File: src/rtl/pwm_multichannel.sv
// pwm_multichannel: N independent pulse generators with per-channel high/low time and period count.
// Each channel latches its configuration on an accepted start and runs from that shadow copy.
module pwm_multichannel #(
  parameter int NUM_CHANNELS = 8,
  parameter int CNT_W = 16
) (
  input  logic                          clk,
  input  logic                          rst_n,
  input  logic [NUM_CHANNELS-1:0]       gen_start,
  input  logic [NUM_CHANNELS-1:0]       gen_stop,
  input  logic [NUM_CHANNELS*CNT_W-1:0] high_cycles,
  input  logic [NUM_CHANNELS*CNT_W-1:0] low_cycles,
  input  logic [NUM_CHANNELS*CNT_W-1:0] period_count,
  output logic [NUM_CHANNELS-1:0]       gen_pin,
  output logic [NUM_CHANNELS-1:0]       gen_busy,
  output logic [NUM_CHANNELS-1:0]       gen_done
);
  typedef enum logic [1:0] {IDLE, HIGH, LOW, DONE} state_t;
  for (genvar c = 0; c < NUM_CHANNELS; c++) begin : g_ch
    state_t state, nxt_state, restart;
    logic [CNT_W-1:0] cnt, nxt_cnt, pcnt, nxt_pcnt;
    logic [CNT_W-1:0] sh_high, nxt_high, sh_low, nxt_low, sh_count, nxt_count;
    logic [CNT_W-1:0] in_high, in_low, in_count;
    logic running, high_end, low_end, period_end, last, accept;
    logic pin_q, busy_q, done_q;
    assign in_high  = high_cycles[c*CNT_W +: CNT_W];
    assign in_low   = low_cycles[c*CNT_W +: CNT_W];
    assign in_count = period_count[c*CNT_W +: CNT_W];
    assign running    = (state == HIGH) || (state == LOW);
    assign high_end   = (state == HIGH) && (cnt == sh_high - CNT_W'(1));
    assign low_end    = (state == LOW) && (cnt == sh_low - CNT_W'(1));
    // with zero low time the period ends at the end of the high phase
    assign period_end = low_end || (high_end && (sh_low == '0));
    assign last       = (sh_count != '0) && (pcnt + CNT_W'(1) == sh_count);
    assign restart    = (sh_high == '0) ? LOW : HIGH;
    assign accept     = !running && gen_start[c] && !gen_stop[c] && ((in_high | in_low) != '0);
    always_comb begin
      nxt_state = state;
      nxt_cnt   = cnt;
      nxt_pcnt  = pcnt;
      nxt_high  = sh_high;
      nxt_low   = sh_low;
      nxt_count = sh_count;
      if (gen_stop[c] && running) begin
        nxt_state = IDLE;
        nxt_cnt   = '0;
      end else if (accept) begin
        nxt_high  = in_high;
        nxt_low   = in_low;
        nxt_count = in_count;
        nxt_cnt   = '0;
        nxt_pcnt  = '0;
        nxt_state = (in_high == '0) ? LOW : HIGH;
      end else if (period_end) begin
        nxt_cnt   = '0;
        nxt_pcnt  = pcnt + CNT_W'(1);
        nxt_state = last ? DONE : restart;
      end else if (high_end) begin
        nxt_cnt   = '0;
        nxt_state = LOW;
      end else if (running) begin
        nxt_cnt = cnt + CNT_W'(1);
      end
    end
    always_ff @(posedge clk or negedge rst_n) begin
      if (!rst_n) begin
        state    <= IDLE;
        cnt      <= '0;
        pcnt     <= '0;
        sh_high  <= '0;
        sh_low   <= '0;
        sh_count <= '0;
        pin_q    <= 1'b0;
        busy_q   <= 1'b0;
        done_q   <= 1'b0;
      end else begin
        state    <= nxt_state;
        cnt      <= nxt_cnt;
        pcnt     <= nxt_pcnt;
        sh_high  <= nxt_high;
        sh_low   <= nxt_low;
        sh_count <= nxt_count;
        pin_q    <= nxt_state == HIGH;
        busy_q   <= (nxt_state == HIGH) || (nxt_state == LOW);
        done_q   <= nxt_state == DONE;
      end
    end
    assign gen_pin[c]  = pin_q;
    assign gen_busy[c] = busy_q;
    assign gen_done[c] = done_q;
  end
endmodule

File: config.mk
export PLATFORM = sky130hd
export DESIGN_NAME = pwm_multichannel
export DESIGN_NICKNAME = d
export VERILOG_FILES = /design/src/rtl/pwm_multichannel.sv
export SDC_FILE = /design/constraint.sdc
export NUM_CORES = 2
export LEC_CHECK = 0
export ABC_AREA = 1
export BUFFER_PORTS_ARGS = -buffer_cell sky130_fd_sc_hd__buf_2
export CORE_ASPECT_RATIO = 0.7
export CORE_UTILIZATION = 39
export DETAILED_ROUTE_END_ITERATION = 12
export SYNTH_ARGS = -nofsm -noshare
export SYNTH_HDL_FRONTEND = slang
export SYNTH_SLANG_ARGS = --single-unit
File: constraint.sdc
create_clock -name clk -period 4.8 [get_ports clk]
set_clock_uncertainty 0.15 [all_clocks]
set_input_delay 0.72 -clock clk [delete_from_list [all_inputs] [get_ports clk]]
set_output_delay 0.72 -clock clk [all_outputs]
set_load 0.03 [all_outputs]
# Yosys cells after proc, flatten, opt, wreduce, memory -nomap -nowiden
# Cells that the tools add are included.
# op_classes
n_addsub	32
eq_ne	64
muxes	112
n_bitwise	16
reduce_logical	176
# ops
cell	n
two-way mux 16 bit	56
== test 16 bit	24
zero test 16 bit	24
adder 16 x 1 -> 16 bit (second input constant)	16
nonzero test 16 bit	16
subtractor 16 x 1 -> 16 bit (second input constant)	16
OR 16 bit	8
two-way mux 2 bit	56
logical AND 1 bit	64
== test 2 bit (second input constant)	24
nonzero test 5 bit	8
== test 2 x 1 -> 1 bit (second input constant)	16
AND reduction 2 bit	16
logical OR 1 bit	24
zero test 1 bit	16
nonzero test 2 bit	8
NOT 1 bit	8
# totals
regBits	680
input_bits	402
elab_cells	472

# Depth between registers and ports, before layout
# logic_depth
ltp_word	10
ltp_mapped	21
depth_no_buf	21

# Worst setup path after synthesis
# No wires, ideal clock.
# synth_path
path_kind	input port to flip-flop
start	input port high_cycles[24]
end	register g_ch[1].busy_q
setup_time_ns	0.063
t_arrival_ns	2.479
path_slack_ns	2.108
cell_stages	10
path_buffers	2
cell_sequence	nor4_1 nand4_1 or2_2 nand2_1 buf_4 buf_2 nand2_1 a21oi_1 ha_1 inv_1
# synth_between
elab_chain_cells	7
word_cells_on_any_way	10
# synth_rtl
element	line	source
from (decl)	11	input logic [NUM_CHANNELS*CNT_W-1:0] high_cycles,
OR 16 bit	36	assign accept = !running && gen_start[c] && !gen_stop[c] && ((in_high | in_low) != '0);
nonzero test 16 bit	36	
logical AND 1 bit	36	
two-way mux 2 bit *	47	end else if (accept) begin
two-way mux 2 bit *	44	if (gen_stop[c] && running) begin
via g_ch[1].nxt_state[0]	20	state_t state, nxt_state, restart;
== test 2 x 1 -> 1 bit / == test 2 bit (equally long branches)	84	busy_q <= (nxt_state == HIGH) || (nxt_state == LOW);
logical OR 1 bit *	84	
to (signal assigned)	84	
to (decl)	25	logic pin_q, busy_q, done_q;
# Mark *: on every way through the listed nets, which the timed path passes. The rest lies on a longest branch.
# A chain may end at the register's enable or synchronous reset.

# Worst setup path after layout
# layout_path
start	register g_ch[6].pcnt[0]
end	register g_ch[6].busy_q
# layout_between
elab_chain_cells	9
word_cells_on_any_way	10
# layout_rtl
element	line	source
from (decl)	21	logic [CNT_W-1:0] cnt, nxt_cnt, pcnt, nxt_pcnt;
from (signal assigned)	79	pcnt <= nxt_pcnt;
adder 16 x 1 -> 16 bit *	34	assign last = (sh_count != '0) && (pcnt + CNT_W'(1) == sh_count);
== test 16 bit *	34	
logical AND 1 bit *	34	
two-way mux 2 bit *	57	nxt_state = last ? DONE : restart;
two-way mux 2 bit *	54	end else if (period_end) begin
two-way mux 2 bit *	47	
two-way mux 2 bit *	44	
via g_ch[6].nxt_state[0]	20	
== test 2 x 1 -> 1 bit / == test 2 bit (equally long branches)	84	
logical OR 1 bit *	84	
to (signal assigned)	84	
to (decl)	25	
# Marks and branches as above.

==> results.toml <==
[place]
hpwl_mm = 103
globalplace.congestion = 0.922
io_buffers = 425
dp_slack_ns = 1.38

[critical_path]
critical_path.max_fanout = 8
r2r_start = "g_ch[6].pcnt[0]"
crit_slowest_cell = "dfrtp_1"
cp-end-kind = "flop"
arrival_ns = 3.75
max_stage_delay_ns = 0.48
cp.required_ns = 5.25
r2r_end = "g_ch[6].busy_q"
start_kind = "flop"
crit_chain = "ha_1 -> nand2_1 -> nor2_1 -> nand2_1 -> nand2_1 -> nand2_1 -> nand2_1 -> nand2_1 -> nor2_1 -> nand2_1 -> nor2_1 -> nand4_1 -> nand2_1 -> nand2_1 -> nand2_1 -> nand2_1 -> a21oi_1 -> ha_1 -> inv_1"
critPathMostFrequentCell = "nand2_1"
path_class = "reg -> reg"
r2r_setup_slack_ns = 1.50
reg2regPathDepth = 19

[grt]
track_usage = 0.220
grt_max_degree = 106
antenna_found_initial = 23
busiest_layer = "met1"
met2_usage = 0.318
grt_pass1_vias = 39900
gr-usage-met3 = 0.0328
gr-total-overflow = 0
grt_pass1_wl_mm = 214
met1_usage = 0.335

[power]
power.internal_w = 0.0156
power_density_nw_per_um2 = 536
p_comb_frac = 0.426
power.total_w = 0.0280
clockPowerShare = 0.229
leakage_nw = 25.2
irDropWorstVdd_v = 0.000329
p_sw_w = 0.0124
swShare = 0.442
seqPwrFrac = 0.345

[timing]
fmaxAchievable_ghz = 0.303
fin_crit_ns = 3.30
slew_headroom = 0.252
period_share = 0.688
tightest_slew_ns = 1.12
setup_viol = 0
finalHoldViolCount = 0
slew_viol_final = 0
rsz0062_at_grt = "no"
timing.final.ws_setup_ns = 1.50
tns_ns = 0

[synth]
synth_area_leaders = "dfrtp_1, nand2_1, inv_1"
syn_inst = 6675
synth-seq-area-share = 0.368
synthesis.nets = 7141
yosysTopAreaCell = "dfrtp_1"
synth_top_area_share = 0.368
synthesis.area_sq_um = 46300
syn_area_per_cell_sq_um = 6.94
ys_ff_latch = 680
synth_warnings = 0
synth_cell_types = 60

[status]
status = "completed"

[final_layout]
final_common_cell = "nand2_1"
seq_area_sq_um = 17000
layout_common_cells = "nand2_1, inv_1, nor2_1"
multi_input_area_sq_um = 25200
nNetsFinal = 7471
fill_cells = 12200
drive_gt1_frac = 0.132
area_growth_pct = 12.9

[hold_path]
holdPathStages = 3
min_to = "g_ch[0].sh_count[4]"
hp-start = "period_count[4]"
hold_class = "in -> reg"

[die]
initial_core_util = 0.394
die_h_um = 290
ioPinCount = 426
rows = 105
core_sq_um = 117000
die_w_um = 414
dieArea_sq_um = 120000

[drt]
wire_per_inst_um = 15.4
drc = 0
dr.first_iter.drc_count = 3311
dr.pass1.iters = 6
routed_wl_mm = 133
detail-route-antenna-nets = 0
num_vias = 42900
routed_via_density = 4.97

[clock_tree]
cts_tree = "built"
clkSinkCount = 680
cts-resized-gates = 0
htreeDepth = 3
path_clk_slew_ns = 0.06
cts_buffer_depth = 3
clock_latency_ns = 0.67
cts_buffers = 80
cts_root_buf = "clkbuf_16"

[run]
maxCapViolations = 0
-- through the flow --
step           cell area (sq um)  hold WS [ns]   util  std cells
4_1_cts                    52200        0.0282  0.445       8616
6_report                   52300         0.103  0.445       8629
2_1_floorplan              46300         0.274      -       6675
3_5_place_dp               49500         0.343  0.422       8473
5_1_grt                    52300        0.0741  0.445       8628
3_3_place_gp               49500         0.342  0.422       8473
-- logic make-up (layout without fill, tap and decap cells) --
kind of cell | count (synthesis) | count (layout) | share of synthesized area
AO/OA/AOI/OAI | 666 | 666 | 0.0829
XOR/XNOR | 349 | 349 | 0.0706
adder cells (fa/ha/maj) | 64 | 64 | 0.0173
buffers and inverters | 993 | 1383 | 0.0892
flip-flops | 680 | 680 | 0.368
multiplexers | 34 | 34 | 0.00827
other | 0 | 13 | 0
AND/OR/NAND/NOR | 3889 | 3889 | 0.364
-- metal layers --
layer  vias up  wire (um)
met3       188       6120
met2       905      55400
met4         8       3390
met5         -         46
met1     20000      68200
li1      21800          -
-- layout make-up --
class | instances | area share
repair buffers | 460 | 0.0474
clock inverters | 25 | 0.00685
multi-input cells | 5002 | 0.481
clock buffers | 117 | 0.0450
diodes | 13 | 0.000622
inverters | 781 | 0.0561
flip-flops and latches | 680 | 0.326
well taps | 1551 | 0.0371
-- state kept, by name, indices dropped and copies added (netlist names) --
register	count
g_ch.pcnt	128
g_ch.sh_low	128
g_ch.busy_q	8
g_ch.done_q	8
g_ch.state	16
g_ch.sh_high	128
g_ch.cnt	128
g_ch.pin_q	8
g_ch.sh_count	128
-- cell usage after synthesis, drive strengths merged --
cell type	n
a211oi	1
a21boi	4
a21o	1
a21oi	95
and2	17
and3	1
buf	135
clkbuf	77
clkinv	2
dfrtp	680
ha	64
inv	779
mux2	34
nand2	2221
nand3	546
nand3b	40
nand4	138
nor2	792
nor2b	1
nor3	52
nor3b	1
nor4	65
o211ai	1
o21a	2
o21ai	534
o21bai	26
o22ai	2
or2	14
or3	1
xnor2	107
xnor3	11
xor2	227
xor3	4
-- worst max path at each step --
stage | startpoint | end | slack, ns | cells past startpoint
2_1_floorplan | high_cycles[24] | g_ch[1].busy_q | 2.11 | 10
3_3_place_gp | high_cycles[100] | g_ch[6].pcnt[12] | 1.39 | 9
3_5_place_dp | high_cycles[72] | g_ch[4].cnt[2] | 1.38 | 7
4_1_cts | g_ch[6].pcnt[0] | g_ch[6].busy_q | 1.55 | 19
5_1_grt | g_ch[4].pcnt[0] | g_ch[4].busy_q | 1.20 | 17
6_report | g_ch[6].pcnt[0] | g_ch[6].busy_q | 1.50 | 19
-- timing repair --
action	4_1_cts	5_1_grt
buffers inserted	0	0
setup endpoints to repair	0	0
hold buffers	1	0
endpoints found under the hold margin	73	0
-- power by group through the flow --
stage	Sequential [W]	Clock (W)	Combinational (W)
floorplan	0.00902	0	0.00970
global placement	0.00972	0	0.0117
detailed placement	0.00971	0	0.0119
CTS	0.00964	0.00662	0.0120
global route	0.00994	0.00683	0.0137
finish	0.00966	0.00641	0.0119
-- worst max-delay path: cells and delay by family (launching register included) --
| family | cells | cell delay [ns] |
|---|---|---|
| fa+ha+maj | 2 | 0.57 |
| compound gates | 1 | 0.25 |
| simple gates | 15 | 1.75 |
| flops | 1 | 0.48 |
| buf+inv | 1 | 0.05 |
Power figures use the tool's default switching activity.
